$ cat config.mk
export PLATFORM = sky130hd
export DESIGN_NAME = ir_remote_ctrl_flat
export DESIGN_NICKNAME = d
export VERILOG_FILES = /design/src/rtl/ir_remote_ctrl_if.sv /design/src/rtl/ir_remote_ctrl.sv /design/src/flat_wrapper.sv
export SDC_FILE = /design/constraint.sdc
export NUM_CORES = 1
export LEC_CHECK = 0
export BUFFER_PORTS_ARGS = -buffer_cell sky130_fd_sc_hd__clkbuf_2
export CORE_MARGIN = 3
export CORE_UTILIZATION = 40
export DETAILED_ROUTE_END_ITERATION = 7
export GPL_ROUTABILITY_DRIVEN = 0
export PLACE_DENSITY_LB_ADDON = 0.3
export SLEW_MARGIN = 20
export SYNTH_ARGS = -nofsm -noshare
export SYNTH_HDL_FRONTEND = slang
export SYNTH_SLANG_ARGS = --single-unit
$ cat constraint.sdc
create_clock -name clk -period 2.8 [get_ports clk]
set_input_delay 0.56 -clock clk [delete_from_list [all_inputs] [get_ports clk]]
set_output_delay 0.56 -clock clk [all_outputs]
set_load 0.02 [all_outputs]
$ cat src/rtl/ir_remote_ctrl_if.sv
// Frame-receiver to command-controller bundle: decoded NEC frames/repeats in, display-control state out.
// The frame source drives through the master modport; the controller consumes through the slave modport.
interface ir_remote_ctrl_if;
    logic        frameValid;
    logic [31:0] frameData;
    logic        repeatValid;
    logic [3:0]  mode;
    logic        showName;
    logic [7:0]  keyCode;
    logic        keyStrobe;
    logic        cmdErr;
    logic        held;

    modport master (
        output frameValid, frameData, repeatValid,
        input  mode, showName, keyCode, keyStrobe, cmdErr, held
    );

    modport slave (
        input  frameValid, frameData, repeatValid,
        output mode, showName, keyCode, keyStrobe, cmdErr, held
    );
endinterface

$ cat src/rtl/ir_remote_ctrl.sv
// NEC command controller: validates frames, steps mode/showName, auto-repeats held CHANNEL+/- keys.
// Latency 1 cycle from input pulse to all outputs; no backpressure, every pulse is consumed the cycle it arrives.
module ir_remote_ctrl #(
    parameter int MODE_MAX     = 10,
    parameter int REPEAT_DELAY = 4,
    parameter int REPEAT_RATE  = 2,
    parameter int HOLD_TIMEOUT = 6000000
) (
    input  logic             clk,
    input  logic             rst,
    ir_remote_ctrl_if.slave  bus
);
    localparam int              TO_W      = $clog2(HOLD_TIMEOUT + 1);
    localparam logic [TO_W-1:0] TO_LOAD   = TO_W'(HOLD_TIMEOUT - 1);
    localparam logic [3:0]      MMAX      = 4'(MODE_MAX);
    localparam logic [8:0]      DELAY9    = 9'(REPEAT_DELAY);
    localparam logic [8:0]      RATE9     = 9'(REPEAT_RATE);
    localparam logic [7:0]      CMD_CH_DN = 8'hA2;
    localparam logic [7:0]      CMD_CH    = 8'h62;
    localparam logic [7:0]      CMD_CH_UP = 8'hE2;

    typedef enum logic {IDLE, HELD} state_t;

    state_t          state, state_nxt;
    logic [3:0]      mode_q, mode_nxt;
    logic            show_q, show_nxt;
    logic [7:0]      key_q, key_nxt;
    logic            strobe_q, strobe_nxt;
    logic            err_q, err_nxt;
    logic [7:0]      hcmd_q, hcmd_nxt;
    logic [7:0]      rep_q, rep_nxt;
    logic [7:0]      rate_q, rate_nxt;
    logic [TO_W-1:0] to_q, to_nxt;

    logic            frame_ok;
    logic            auto_cmd;
    logic            exec;
    logic [7:0]      exec_cmd;
    logic [8:0]      rep_inc;
    logic [8:0]      rate_inc;

    always_ff @(posedge clk) begin
        if (rst) begin
            state    <= IDLE;
            mode_q   <= '0;
            show_q   <= 1'b0;
            key_q    <= '0;
            strobe_q <= 1'b0;
            err_q    <= 1'b0;
            hcmd_q   <= '0;
            rep_q    <= '0;
            rate_q   <= '0;
            to_q     <= '0;
        end else begin
            state    <= state_nxt;
            mode_q   <= mode_nxt;
            show_q   <= show_nxt;
            key_q    <= key_nxt;
            strobe_q <= strobe_nxt;
            err_q    <= err_nxt;
            hcmd_q   <= hcmd_nxt;
            rep_q    <= rep_nxt;
            rate_q   <= rate_nxt;
            to_q     <= to_nxt;
        end
    end

    always_comb begin
        state_nxt  = state;
        mode_nxt   = mode_q;
        show_nxt   = show_q;
        key_nxt    = key_q;
        strobe_nxt = 1'b0;
        err_nxt    = 1'b0;
        hcmd_nxt   = hcmd_q;
        rep_nxt    = rep_q;
        rate_nxt   = rate_q;
        to_nxt     = to_q;
        exec       = 1'b0;
        exec_cmd   = hcmd_q;
        frame_ok   = (bus.frameData[31:24] == ~bus.frameData[23:16]) &&
                     (bus.frameData[15:8]  == ~bus.frameData[7:0]);
        auto_cmd   = (hcmd_q == CMD_CH_UP) || (hcmd_q == CMD_CH_DN);
        rep_inc    = {1'b0, rep_q} + 9'd1;
        rate_inc   = {1'b0, rate_q} + 9'd1;

        // A frame always wins over a repeat code arriving in the same cycle.
        if (bus.frameValid) begin
            if (frame_ok) begin
                exec      = 1'b1;
                exec_cmd  = bus.frameData[15:8];
                state_nxt = HELD;
                hcmd_nxt  = bus.frameData[15:8];
                rep_nxt   = '0;
                rate_nxt  = '0;
                to_nxt    = TO_LOAD;
            end else begin
                err_nxt   = 1'b1;
                state_nxt = IDLE;
            end
        end else if (state == HELD) begin
            if (bus.repeatValid) begin
                to_nxt  = TO_LOAD;
                rep_nxt = rep_inc[8] ? rep_q : rep_inc[7:0];
                // Once the count has passed the delay it stays there (saturation included), so the rate counter keeps pacing.
                if (auto_cmd) begin
                    if (rep_inc == DELAY9) begin
                        exec     = 1'b1;
                        rate_nxt = '0;
                    end else if ({1'b0, rep_q} >= DELAY9) begin
                        if (rate_inc == RATE9) begin
                            exec     = 1'b1;
                            rate_nxt = '0;
                        end else begin
                            rate_nxt = rate_inc[7:0];
                        end
                    end
                end
            end else if (to_q == '0) begin
                state_nxt = IDLE;
            end else begin
                to_nxt = to_q - TO_W'(1);
            end
        end

        if (exec) begin
            key_nxt    = exec_cmd;
            strobe_nxt = 1'b1;
            case (exec_cmd)
                CMD_CH_UP: mode_nxt = (mode_q == MMAX) ? 4'd0 : mode_q + 4'd1;
                CMD_CH_DN: mode_nxt = (mode_q == 4'd0) ? MMAX : mode_q - 4'd1;
                CMD_CH:    show_nxt = ~show_q;
                default:   ;
            endcase
        end
    end

    assign bus.mode      = mode_q;
    assign bus.showName  = show_q;
    assign bus.keyCode   = key_q;
    assign bus.keyStrobe = strobe_q;
    assign bus.cmdErr    = err_q;
    assign bus.held      = (state == HELD);
endmodule

$ cat src/flat_wrapper.sv
// flat-port wrapper written by rule: the top's interface ports become plain ports
module ir_remote_ctrl_flat 
#(
    parameter int MODE_MAX     = 10,
    parameter int REPEAT_DELAY = 4,
    parameter int REPEAT_RATE  = 2,
    parameter int HOLD_TIMEOUT = 6000000
)
  (clk, rst, bus_frameValid, bus_frameData, bus_repeatValid, bus_mode, bus_showName, bus_keyCode, bus_keyStrobe, bus_cmdErr, bus_held);
  ir_remote_ctrl_if bus_i ();
  input  logic clk;
  input  logic rst;
  input wire logic [$bits(bus_i.frameValid)-1:0] bus_frameValid;
  input wire logic [$bits(bus_i.frameData)-1:0] bus_frameData;
  input wire logic [$bits(bus_i.repeatValid)-1:0] bus_repeatValid;
  output wire logic [$bits(bus_i.mode)-1:0] bus_mode;
  output wire logic [$bits(bus_i.showName)-1:0] bus_showName;
  output wire logic [$bits(bus_i.keyCode)-1:0] bus_keyCode;
  output wire logic [$bits(bus_i.keyStrobe)-1:0] bus_keyStrobe;
  output wire logic [$bits(bus_i.cmdErr)-1:0] bus_cmdErr;
  output wire logic [$bits(bus_i.held)-1:0] bus_held;
  assign bus_i.frameValid = bus_frameValid;
  assign bus_i.frameData = bus_frameData;
  assign bus_i.repeatValid = bus_repeatValid;
  assign bus_mode = bus_i.mode;
  assign bus_showName = bus_i.showName;
  assign bus_keyCode = bus_i.keyCode;
  assign bus_keyStrobe = bus_i.keyStrobe;
  assign bus_cmdErr = bus_i.cmdErr;
  assign bus_held = bus_i.held;
  ir_remote_ctrl #(.MODE_MAX(MODE_MAX), .REPEAT_DELAY(REPEAT_DELAY), .REPEAT_RATE(REPEAT_RATE), .HOLD_TIMEOUT(HOLD_TIMEOUT)) u_core (.clk(clk), .rst(rst), .bus(bus_i));
endmodule
==> impl_metrics.ini <==
[global_route]
grt_antenna_before_repair = 0
grt.total_usage_pct = 18.2
grt_max_degree = 32
grt-ovfl-total = 0
grt_pass1_wl_mm = 15.0
grt_pass1_vias = 3180

[layout]
post-route-util_pct = 48.4
final_nets = 540
final_cell_mix = dfxtp_1, nor2_1, clkbuf_2, nand2_1, a21oi_1
layout-drive-gt1-share_pct = 21.4
final_area_sq_um = 4240
final_common_cell = dfxtp_1
n_antenna_cell = 0
area_growth_pct = 17.6

[synth]
ys_top_cells_by_area = dfxtp_1, nor2_1, xor2_1
syn_inst = 434
mappedNetlistNets = 480
synth-seq-cells = 63
synth_top_area_share_pct = 34.9
async_flop_share_pct = 0
synthFlopType = dfxtp_1
synth_edf_count = 0
synth.avg_cell_area_sq_um = 8.32
yosys_warnings = 0
synth_largest_area_cell = dfxtp_1
ys_seq_area_share_pct = 34.9
synthesis.area_sq_um = 3610
yosysUniqueCellTypes = 70

[timing]
finalSetupViolations = 0
fmax_ghz = 0.420
tns_ns = 0
period_share_pct = 85.1
grt_setup_unrepaired = no
finalClockSkew_ns = 0.0185
slew_headroom_pct = 56.4
period_minus_slack_ns = 2.38
finalHoldViolCount = 0
setup_slack_ns = 0.417
worst_slew_pin_slew_ns = 0.654
final_max_slew_viol_count = 0

[route]
postRouteWirelength_mm = 8.91
wl_per_cell_microns = 14.7
ant_nets = 0
drt-pass1-iter-count = 4
vias_per_cell = 5.48
vias = 3324
drtIter0Drc = 169
drc = 0

[die]
coreArea_sq_um = 8760
die_h_microns = 101
row_count = 34
ios = 52
initial_core_util_pct = 41.2
die_w_microns = 101
dieArea_sq_um = 10200

[clock_network]
cts_tree = yes
cts_buffers = 9
clkTransAtPathRegs_ns = 0.09
ctsHoldBuffers = 0
clk_latency_ns = 0.35
cts_resized = 0
cts_sinks = 63
cts_buffer_depth = 2
clockRootBuffer = clkbuf_8
post-cts-setup-buffer-count = 0
h-tree-depth = 3

[placed_design]
place_area_sq_um = 4020
io_buffers = 51
post-place-ws_ns = 0.180
dp_hpwl_mm = 6.67

[pwr]
total_power_mw = 1.92
power_density_nw_per_um2 = 452
pwr-share-clk_pct = 47.9
p_leak_nw = 1.65
p_comb_share_pct = 5.4
switching_share_pct = 24.4
seqPwrFrac_pct = 46.8
p_int_mw = 1.45
irDropWorstVdd_v = 0.000265
power.switching_mw = 0.467

[critical_path]
crit_required_ns = 3.04
worstSetupPathType = flip-flop to flip-flop
crit_path_end_kind = flip-flop
startpoint = u_core.to_q[12]$_SDFFE_PP0P_
crit_fanout = 6
r2r.worst_path.cells = 8
startpoint_type = flip-flop
worst_ep_arrival_time_ns = 2.63
r2r-start = u_core.to_q[12]$_SDFFE_PP0P_
reg2reg_to = u_core.to_q[13]$_SDFFE_PP0P_
critPathCapture = u_core.to_q[13]$_SDFFE_PP0P_
regToRegSetupSlack_ns = 0.42

[outcome]
outcome = finished, final reports clean

[worst_hold_path]
min_path_type = flip-flop to flip-flop
worstHoldStart = u_core.hcmd_q[4]$_SDFF_PP0_

[job]
max_cap_viol_count = 0
[registers in the layout, indices dropped and copies added, names as in the netlist]
name and count:
u_core.rep_q 8, u_core.bus.keyCode 8, u_core.hcmd_q 8, u_core.bus.keyStrobe 1
u_core.bus.cmdErr 1, u_core.bus.mode 4, u_core.to_q 23, u_core.bus.showName 1
u_core.bus.held 1, u_core.rate_q 8
[critical path, stage by stage (launching register included)]
cell	delay, ns
dfxtp_1	0.34
or3_4	0.40
or4_4	0.52
nor4_4	0.28
a2bb2oi_2	0.26
buf_4	0.20
nor4_1	0.07
xnor2_1	0.15
nor2_1	0.05
[metrics by stage]
step,cells,hold WS (ns)
after floorplan,434,0.427
after global placement,591,0.434
after detailed placement,591,0.443
after CTS,607,0.455
after global routing,607,0.471
final,607,0.453
[layout make-up]
class / count / area (sq um)
clock buffers: 9 / 124
clock inverters: 7 / 104
fillers: 898 / 4520
inverters: 9 / 33.8
multi-input cells: 345 / 2220
flip-flops and latches: 63 / 1260
well taps: 108 / 135
repair buffers: 66 / 368
[synth_stat cells (all sizes together), types with 2 or more instances]
master,number
a211oi,9
ha,10
nand2,40
nand4b,4
xor2,23
and2,4
o21a,6
a22oi,2
o21ai,15
a311oi,8
a31oi,4
nor4,6
inv,9
or3b,2
nand2b,8
and3,5
o22ai,3
nand4,10
mux2i,4
nand3b,10
or3,6
dfxtp,63
or2,2
nor2,58
buf,7
and4,2
nor3b,7
o221ai,4
nand3,12
o31ai,2
a2bb2oi,2
xnor2,6
a31o,3
nor3,13
a21oi,34
o211ai,2
nor2b,2
clkbuf,10
[power by group through the flow]
stage                     clock [mW]  sequential, mW  combinational (mW)
final                          0.917           0.896               0.103
after global routing           0.966           0.896               0.113
after CTS                      0.937           0.896               0.104
after detailed placement           0           0.917               0.104
after global placement             0           0.917               0.102
after floorplan                    0           0.918              0.0554
[cells by family (layout without fill, tap and decap cells)]
family	count (synthesis)	after routing	share of synthesized area (%)
multiplexers	5	5	1.42
flip-flops	63	63	34.9
XOR/XNOR	29	29	7.04
AND/OR/NAND/NOR	198	198	29.9
adder cells (fa/ha/maj)	10	10	3.47
AO/OA/AOI/OAI	103	103	19.6
buffers and inverters	26	91	3.60
[how the worst min path moves through the flow]
| stage | slack (ns) | to | cells past startpoint |
|---|---|---|---|
| floorplan | 0.43 | u_core.hcmd_q[4]$_SDFF_PP0_ | 2 |
| global placement | 0.43 | u_core.hcmd_q[4]$_SDFF_PP0_ | 2 |
| detailed placement | 0.44 | u_core.hcmd_q[1]$_SDFF_PP0_ | 2 |
| CTS | 0.45 | u_core.hcmd_q[1]$_SDFF_PP0_ | 2 |
| global route | 0.47 | u_core.hcmd_q[1]$_SDFF_PP0_ | 2 |
| finish | 0.45 | u_core.hcmd_q[4]$_SDFF_PP0_ | 2 |
[routing by layer]
layer	vias to the layer above	share of wire [%]	wire [microns]	track usage, %
met5	-	0	0	0
met2	52	48	4280	29.7
li1	1691	-	-	-
met1	1570	47	4180	24.0
met4	0	1.0	91	5.01
met3	11	4.0	358	4.64
(Power assumes the default switching activity.)
